<file path="src/rtl/hs_unit_dff_pipe.sv">
`default_nettype none
// ============================================================================
// Module   : hs_unit_dff_pipe
// Brief    : Valid/ready register pipeline with bubble collapsing, global
//            clock enable and occupancy count. Optional synchronous flush
//            is enabled with macro HS_UNIT_DFF_PIPE_FLUSH_EN.
// Revision : 1.0 - initial release
// ============================================================================
module hs_unit_dff_pipe #(
    parameter type      DATA_TYPE   = logic,
    parameter DATA_TYPE RESET_VALUE = 1'b0,
    parameter int       STAGES      = 2,
    parameter int       CNT_W       = $clog2(STAGES + 1)
) (
    input  logic             clk,
    input  logic             srst,
    input  logic             ce,
`ifdef HS_UNIT_DFF_PIPE_FLUSH_EN
    input  logic             flush,
`endif
    input  logic             in_valid,
    output logic             in_ready,
    input  DATA_TYPE         in_data,
    output logic             out_valid,
    input  logic             out_ready,
    output DATA_TYPE         out_data,
    output logic [CNT_W-1:0] occupancy
);

    generate
        if (STAGES < 1 || STAGES > 16) begin : g_bad_stages
            $error("hs_unit_dff_pipe: STAGES must be within 1..16");
        end
        if (CNT_W != $clog2(STAGES + 1)) begin : g_bad_cnt_w
            $error("hs_unit_dff_pipe: CNT_W is derived and must not be overridden");
        end
    endgenerate

    localparam int c_LAST = STAGES - 1;

    logic              w_flush;
    logic              w_act;
    logic [STAGES:0]   w_ready;
    logic [STAGES-1:0] w_up_valid;
    DATA_TYPE          w_up_data [STAGES];
    logic              w_in_fire;
    logic              w_out_fire;

    logic [STAGES-1:0] r_valid;
    DATA_TYPE          r_data [STAGES];
    logic [CNT_W-1:0]  r_occupancy;

`ifdef HS_UNIT_DFF_PIPE_FLUSH_EN
    assign w_flush = ce & flush;
`else
    assign w_flush = 1'b0;
`endif

    // A flush cycle behaves like a stalled cycle at the ports: no handshakes.
    assign w_act = ce & ~w_flush;

    // Ready ripples from the output side; an empty stage always accepts,
    // which is what squeezes bubbles out while the sink is stalled.
    always_comb begin
        w_ready         = '0;
        w_ready[STAGES] = out_ready;
        for (int k = STAGES - 1; k >= 0; k--) begin
            w_ready[k] = w_act & (~r_valid[k] | w_ready[k+1]);
        end
    end

    always_comb begin
        w_up_valid    = '0;
        w_up_valid[0] = in_valid;
        w_up_data[0]  = in_data;
        for (int k = 1; k < STAGES; k++) begin
            w_up_valid[k] = r_valid[k-1];
            w_up_data[k]  = r_data[k-1];
        end
    end

    always_ff @(posedge clk) begin
        if (srst) begin
            r_valid <= '0;
            for (int k = 0; k < STAGES; k++) begin
                r_data[k] <= RESET_VALUE;
            end
        end else if (w_flush) begin
            r_valid <= '0;
        end else begin
            for (int k = 0; k < STAGES; k++) begin
                if (w_ready[k]) begin
                    r_valid[k] <= w_up_valid[k];
                    if (w_up_valid[k]) begin
                        r_data[k] <= w_up_data[k];
                    end
                end
            end
        end
    end

    assign in_ready   = w_ready[0];
    assign out_valid  = w_act & r_valid[c_LAST];
    assign out_data   = r_data[c_LAST];
    assign w_in_fire  = in_valid & in_ready;
    assign w_out_fire = out_valid & out_ready;

    always_ff @(posedge clk) begin
        if (srst) begin
            r_occupancy <= '0;
        end else if (w_flush) begin
            r_occupancy <= '0;
        end else begin
            case ({w_in_fire, w_out_fire})
                2'b10:   r_occupancy <= r_occupancy + CNT_W'(1);
                2'b01:   r_occupancy <= r_occupancy - CNT_W'(1);
                default: r_occupancy <= r_occupancy;
            endcase
        end
    end

    assign occupancy = r_occupancy;

`ifndef SYNTHESIS
    always @(posedge clk) begin
        if (!srst) begin
            assert (r_occupancy <= CNT_W'(STAGES));
            assert (32'(r_occupancy) == 32'($countones(r_valid)));
        end
    end
`endif

endmodule
`default_nettype wire

</file>
<file path="config.mk">
export PLATFORM = sky130hd
export DESIGN_NAME = hs_unit_dff_pipe
export DESIGN_NICKNAME = d
export VERILOG_FILES = /design/src/rtl/hs_unit_dff_pipe.sv
export SDC_FILE = /design/constraint.sdc
export NUM_CORES = 1
export LEC_CHECK = 0
export CAP_MARGIN = 20
export CORE_AREA = 8 8 45 47
export CTS_CLUSTER_DIAMETER = 50
export DETAILED_ROUTE_END_ITERATION = 16
export DIE_AREA = 0 0 53 55
export PLACE_DENSITY_LB_ADDON = 0.05
export SETUP_SLACK_MARGIN = 0.4
export SLEW_MARGIN = 20
export SYNTH_ARGS = -nofsm -noshare
export SYNTH_HDL_FRONTEND = slang
export SYNTH_SLANG_ARGS = --single-unit
</file>
<file path="constraint.sdc">
create_clock -name clk -period 1.6 [get_ports clk]
set_input_delay 0.4 -clock clk [delete_from_list [all_inputs] [get_ports clk]]
set_output_delay 0.4 -clock clk [all_outputs]
set_load 0.05 [all_outputs]
</file>
==> impl_metrics.env, run 1 <==
export IMPL_outcome="completed"
export IMPL_worst_path_max_delay_cell="sky130_fd_sc_hd__nand3b_1"
export IMPL_gp_routability_congestion=0.702
export IMPL_fp_row_count=14
export IMPL_hpwl_um=670
export IMPL_netlist_cell_type_count=19
export IMPL_post_layout_total_power_uw=441
export IMPL_rsz0062_at_grt="yes"
export IMPL_postSynthNetCount=39
export IMPL_clockBufferDepth=2
export IMPL_root_buffer="sky130_fd_sc_hd__clkbuf_4"
export IMPL_grt_start_max_net_pins=5
export IMPL_drive_gt1_share_pct=59.3
export IMPL_slew_viol_final=0
export IMPL_power_density_cell_area_mw_per_mm2=731
export IMPL_max_slew_worst_pin_slew_ns=0.265
export IMPL_placed_cells_incl_taps=64
export IMPL_maxCapViolCount=0
export IMPL_setup_worst_path_start_class="input pin"
export IMPL_critPathArrivalTime_ns=1.09
export IMPL_numCtsBuffers=3
export IMPL_final_period_minus_worst_setup_slack_ns=1.49
export IMPL_grtUsageMet1_pct=5.64
export IMPL_vias_per_cell=4.36
export IMPL_die_area_mm2=0.00292
export IMPL_finalSetupTns_ns=0
export IMPL_timing_critical_path_cells="buf_2 -> nand3b_1 -> buf_4 -> and2_4 -> buf_12"
export IMPL_max_freq_ghz=0.670
export IMPL_drt_iter0_markers=0
export IMPL_ios=11
export IMPL_synth_area_um2=300
export IMPL_finalHoldViolations=0
export IMPL_fraction_of_the_yosys_area_taken_by_sequential_cells_pct=46.7
export IMPL_vias=305
export IMPL_critical_path_max_stage_delay_ns=0.16
export IMPL_gr_max_usage_layer="met2"
export IMPL_mapped_cells=32
export IMPL_grt_use_met3_pct=4.01
export IMPL_setup_worst_path_class="in2out"
export IMPL_synth_area_leaders="sky130_fd_sc_hd__dfxtp_1, sky130_fd_sc_hd__edfxtp_1, sky130_fd_sc_hd__and2_1"
export IMPL_max_slew_margin_pct=82.2
export IMPL_critical_path_peak_fanout=3
export IMPL_grt_pass1_wl_um=1340
export IMPL_post_synth_top_area_fraction_pct=26.7
export IMPL_antenna_found_initial=0
export IMPL_worstSkewPairLatency_ns=0.24
export IMPL_worst_ir_drop_vdd_mv=0.317
export IMPL_post_route_drc_count=0
export IMPL_layout_cells_most_common="sky130_fd_sc_hd__buf_4"
export IMPL_mostFrequentLayoutCells="sky130_fd_sc_hd__buf_4, sky130_fd_sc_hd__buf_12, sky130_fd_sc_hd__nand2_1, sky130_fd_sc_hd__dfxtp_2, sky130_fd_sc_hd__clkbuf_4"
export IMPL_layout_cells_non_filler=70
export IMPL_synth_largest_area_cell="sky130_fd_sc_hd__dfxtp_1"
export IMPL_cellLeakagePower_nw=0.254
export IMPL_cts_hold_repair_buffers=0
export IMPL_fin_skew_ns=0.000926
export IMPL_floorplan_core_area_mm2=0.00138
export IMPL_dr_pass1_iters=1
export IMPL_port_buffers=10
export IMPL_cts_tree="yes"
export IMPL_critical_path_endpoint_type="primary output"
export IMPL_global_route_track_usage_on_met2_pct=12.1
export IMPL_cts_sink_count=6
export IMPL_hp_class="reg2reg"
export IMPL_cts_max_level=1
export IMPL_synth_warnings=0
export IMPL_initial_utilization_pct=21.7
export IMPL_layout_nets=63
export IMPL_drt_total_wl_um=854
export IMPL_synthToLayoutAreaGrowth_pct=101
export IMPL_die_width_um=53
export IMPL_timing_final_crit_share_pct=93.3
export IMPL_fill_cell_instance_count_of_the_final_layout=136
export IMPL_timing_hold_ws_ns=0.541
export IMPL_clk_transition_reported_paths_ns=0.05
export IMPL_antenna_cells_inserted=0
export IMPL_dieHeight_um=55
export IMPL_routedWlPerCell_um=12.2
export IMPL_syn_avg_cell_area_um2=9.38
export IMPL_worst_ep_required_time_ns=1.20
export IMPL_synth_ff_latch_count=6
export IMPL_grt_pass1_vias=317
export IMPL_antenna_violating_nets_post_route=0
export IMPL_grt_overflow_total=0
export IMPL_grtUsageTotal_pct=6.89
export IMPL_finalSetupViolCount=0
[critical path, delay by kind of cell]
kind | cells | cell delay [ns]
AND/OR/NAND/NOR | 2 | 0.29
buffers and inverters | 3 | 0.39
[registers in the layout (all words and copies together), names as in the netlist]
signal	count
occupancy	2
r_data	2
r_valid	2
[layout make-up]
class / instances / area, µm² / area share (%)
Clock buffer: 3 / 22.5 / 3.73
Inverter: 1 / 3.75 / 0.622
Multi-Input combinational cell: 24 / 195 / 32.4
Sequential cell: 6 / 145 / 24.1
Tap cell: 16 / 20.0 / 3.32
Timing Repair Buffer: 20 / 216 / 35.9
[cells in the mapped netlist]
| cell type | instances |
|---|---|
| sky130_fd_sc_hd__a21oi_1 | 3 |
| sky130_fd_sc_hd__nand3_1 | 1 |
| sky130_fd_sc_hd__nand2_1 | 4 |
| sky130_fd_sc_hd__xnor2_1 | 1 |
| sky130_fd_sc_hd__nor2_1 | 1 |
| sky130_fd_sc_hd__edfxtp_1 | 2 |
| sky130_fd_sc_hd__ha_1 | 1 |
| sky130_fd_sc_hd__and3_1 | 1 |
| sky130_fd_sc_hd__dfxtp_1 | 4 |
| sky130_fd_sc_hd__mux2i_1 | 1 |
| sky130_fd_sc_hd__inv_1 | 1 |
| sky130_fd_sc_hd__nand3b_1 | 1 |
| sky130_fd_sc_hd__buf_2 | 1 |
| sky130_fd_sc_hd__or3_1 | 1 |
| sky130_fd_sc_hd__xor2_1 | 1 |
| sky130_fd_sc_hd__and2_1 | 4 |
| sky130_fd_sc_hd__nor2b_1 | 1 |
| sky130_fd_sc_hd__o21ai_0 | 2 |
| sky130_fd_sc_hd__o2111a_1 | 1 |
[metal layers]
metal | vias up | share of wire [%]
li1 | 159 | -
met1 | 141 | 34
met2 | 5 | 60
met3 | 0 | 5.2
met4 | 0 | 0
met5 | - | 0
[cell families after synthesis]
kind of cell / share of synthesized area (%)
AOI/OAI and AO/OA: 12.1
adders and majority gates: 4.17
xor gates and xnor gates: 5.83
and+or+nand+nor: 25.0
DFF: 46.7
muxes: 3.33
buffers and inverters: 2.91
[final timing paths]
kind / from / endpoint / slack (ns) / cells after the start
setup / recovery: out_ready / in_ready / 0.11 / 5
hold / removal: r_data[0][0]$_SDFFCE_PN0P_ / r_data[0][1]$_SDFFCE_PN0P_ / 0.54 / 1
setup reg to reg: r_valid[1]$_SDFFE_PP0P_ / occupancy[1]$_SDFFE_PP0P_ / 0.15 / 7
hold reg to reg: r_data[0][0]$_SDFFCE_PN0P_ / r_data[0][1]$_SDFFCE_PN0P_ / 0.54 / 1
[power by group]
group          internal, mW  switching (mW)  leakage [nW]
logic                0.0642          0.0574         0.185
registers             0.169         0.00845        0.0555
clock network        0.0850          0.0568        0.0138
[through the flow]
step	instance area (µm²)	util, %	setup slack, ns
CTS	602	43.5	0.103
detailed placement	543	39.2	-0.412
finish	603	43.6	0.107
floorplan	332	-	0.126
global route	603	43.6	0.0563
global placement	543	39.2	-0.343
[repair_timing]
item,in CTS,in global routing
pin swaps,5,2
setup endpoints to repair,12,6
resized for setup,19,1
setup buffers,3,0
Power figures use the tool's default switching activity.
==> run 2: changes to the inputs <==
--- a/config.mk
+++ b/config.mk
@@ -6,13 +6,17 @@
 export NUM_CORES = 1
 export LEC_CHECK = 0
 export CAP_MARGIN = 20
+export CELL_PAD_IN_SITES_DETAIL_PLACEMENT = 1
+export CELL_PAD_IN_SITES_GLOBAL_PLACEMENT = 1
 export CORE_AREA = 8 8 45 47
 export CTS_CLUSTER_DIAMETER = 50
 export DETAILED_ROUTE_END_ITERATION = 16
 export DIE_AREA = 0 0 53 55
+export MAX_ROUTING_LAYER = met4
 export PLACE_DENSITY_LB_ADDON = 0.05
 export SETUP_SLACK_MARGIN = 0.4
 export SLEW_MARGIN = 20
 export SYNTH_ARGS = -nofsm -noshare
 export SYNTH_HDL_FRONTEND = slang
 export SYNTH_SLANG_ARGS = --single-unit
+export TNS_END_PERCENT = 30
==> run 2 against run 1 <==
  * Maximum frequency up 0.52%
  * Largest power group unchanged
  * Sequential power hardly changed
  * Critical endpoint unchanged
  * Clock skew increased by 0.0030 ns
==> impl_metrics.env, run 2 (synthesized netlist as in run 1, its figures left out) <==
export IMPL_layout_nets=66
export IMPL_clockBufferDepth=2
export IMPL_fill_cell_instance_count_of_the_final_layout=167
export IMPL_hpwl_um=727
export IMPL_vias=336
export IMPL_critical_path_endpoint_type="primary output"
export IMPL_reg2reg_slack_ns=0.16
export IMPL_drt_iter0_markers=5
export IMPL_cellLeakagePower_nw=0.265
export IMPL_maxCapViolCount=0
export IMPL_post_route_drc_count=0
export IMPL_ios=11
export IMPL_path_delay_family="buffers and inverters"
export IMPL_worst_ir_drop_vdd_mv=0.403
export IMPL_synthToLayoutAreaGrowth_pct=104
export IMPL_fin_skew_ns=0.00388
export IMPL_cts_max_level=1
export IMPL_worstSkewPairLatency_ns=0.26
export IMPL_cts_sink_count=6
export IMPL_port_buffers=10
export IMPL_gp_routability_congestion=0.699
export IMPL_max_slew_margin_pct=85.3
export IMPL_outcome="completed"
export IMPL_routedWlPerCell_um=13.0
export IMPL_grt_pass1_wl_um=1630
export IMPL_min_path_cells=5
export IMPL_timing_final_crit_share_pct=92.8
export IMPL_placed_cells_incl_taps=65
export IMPL_fp_row_count=14
export IMPL_dieHeight_um=55
export IMPL_critical_path_peak_fanout=2
export IMPL_initial_utilization_pct=21.7
export IMPL_drt_total_wl_um=963
export IMPL_dr_pass1_iters=4
export IMPL_numCtsBuffers=3
export IMPL_power_density_cell_area_mw_per_mm2=753
export IMPL_timing_critical_path_cells="buf_2 -> nand3b_1 -> buf_4 -> and2_4 -> buf_12"
export IMPL_antenna_found_initial=0
export IMPL_mostFrequentLayoutCells="sky130_fd_sc_hd__buf_4, sky130_fd_sc_hd__buf_12, sky130_fd_sc_hd__nand2_1, sky130_fd_sc_hd__clkbuf_4"
export IMPL_setup_worst_path_class="in2out"
export IMPL_grt_start_max_net_pins=5
export IMPL_die_area_mm2=0.00292
export IMPL_floorplan_core_area_mm2=0.00138
export IMPL_timing_hold_ws_ns=0.532
export IMPL_critPathArrivalTime_ns=1.09
export IMPL_drive_gt1_share_pct=53.4
export IMPL_final_period_minus_worst_setup_slack_ns=1.49
export IMPL_die_width_um=53
export IMPL_slew_viol_final=0
export IMPL_grt_overflow_total=0
export IMPL_grt_pass1_vias=354
export IMPL_pre_cts_slack_ns=-0.406
export IMPL_finalSetupViolCount=0
export IMPL_max_slew_worst_pin_slew_ns=0.218
export IMPL_root_buffer="sky130_fd_sc_hd__clkbuf_4"
export IMPL_rr_worst_depth=6
export IMPL_antenna_cells_inserted=0
export IMPL_finalHoldViolations=0
export IMPL_max_freq_ghz=0.673
export IMPL_cts_hold_repair_buffers=0
export IMPL_worstReg2RegEnd="occupancy[1]$_SDFFE_PP0P_"
export IMPL_worst_hold_path_endpoint="r_valid[1]$_SDFFE_PP0P_"
export IMPL_layout_cells_most_common="sky130_fd_sc_hd__buf_4"
export IMPL_grtUsageTotal_pct=8.19
export IMPL_cts_tree="yes"
export IMPL_critical_path_reg2reg_startpoint="r_valid[0]$_SDFFE_PP0P_"
export IMPL_worst_slack_ns=0.115
export IMPL_setup_worst_path_start_class="input pin"
export IMPL_worst_min_delay_path_startpoint="out_ready"
export IMPL_worst_ep_required_time_ns=1.20
export IMPL_rsz0062_at_grt="yes"
export IMPL_worst_path_buf_inv=3
export IMPL_vias_per_cell=4.54
export IMPL_antenna_violating_nets_post_route=0
export IMPL_clk_transition_reported_paths_ns=0.05
export IMPL_hp_class="in2reg"
export IMPL_worst_path_max_delay_cell="sky130_fd_sc_hd__nand3b_1"
export IMPL_critical_path_max_stage_delay_ns=0.16
export IMPL_layout_cells_non_filler=74
## run 2: timing repair
item | in CTS | in global routing
setup endpoints to repair | 13 | 9
gates resized for setup | 14 | 0
setup buffers | 4 | 1
pin swaps | 3 | 1
## run 2: worst min-delay path: cells and delay by family
family	cells	cell delay [ns]
and+or+nand+nor	2	0.09
buffers and inverters	2	0.20
AOI/OAI and AO/OA	1	0.05
## run 2: metal layers
layer,global-route usage (%),share of wire (%),vias up
met5,-,0,-
met4,7.76,3.0,0
met3,3.74,9.0,3
met2,12.5,50,9
met1,7.50,37,159
li1,-,-,165
## run 2: area by class of cell
| type | count | area (µm²) | area share [%] |
|---|---|---|---|
| Clock buffer | 4 | 26.3 | 4.29 |
| Multi-Input combinational cell | 24 | 183 | 29.9 |
| Timing Repair Buffer | 23 | 236 | 38.7 |
| Inverter | 1 | 3.75 | 0.613 |
| Tap cell | 16 | 20.0 | 3.27 |
| Sequential cell | 6 | 143 | 23.3 |
## run 2: how the worst max path moves through the flow
stage	start	to	depth (start not counted)
after floorplan	ce	occupancy[1]$_SDFFE_PP0P_	6
after CTS	r_valid[1]$_SDFFE_PP0P_	in_ready	4
after global routing	r_valid[0]$_SDFFE_PP0P_	in_ready	4
after global placement	out_ready	occupancy[1]$_SDFFE_PP0P_	6
final	out_ready	in_ready	5
after detailed placement	out_ready	occupancy[1]$_SDFFE_PP0P_	6
## run 2: report_power, final
group	internal [mW]	switching [mW]
registers	0.168	0.00880
logic	0.0652	0.0567
clock network	0.0952	0.0668
total	0.329	0.132
## run 2: stage by stage
stage / power [mW] / TNS [ns] / util, % / area (µm²)
final: 0.461 / 0 / 44.2 / 612
after global routing: 0.490 / 0 / 44.2 / 612
after CTS: 0.468 / 0 / 43.7 / 604
after detailed placement: 0.297 / -1.49 / 39.6 / 548
after global placement: 0.292 / -1.34 / 39.6 / 548
after floorplan: 0.229 / 0 / - / 325
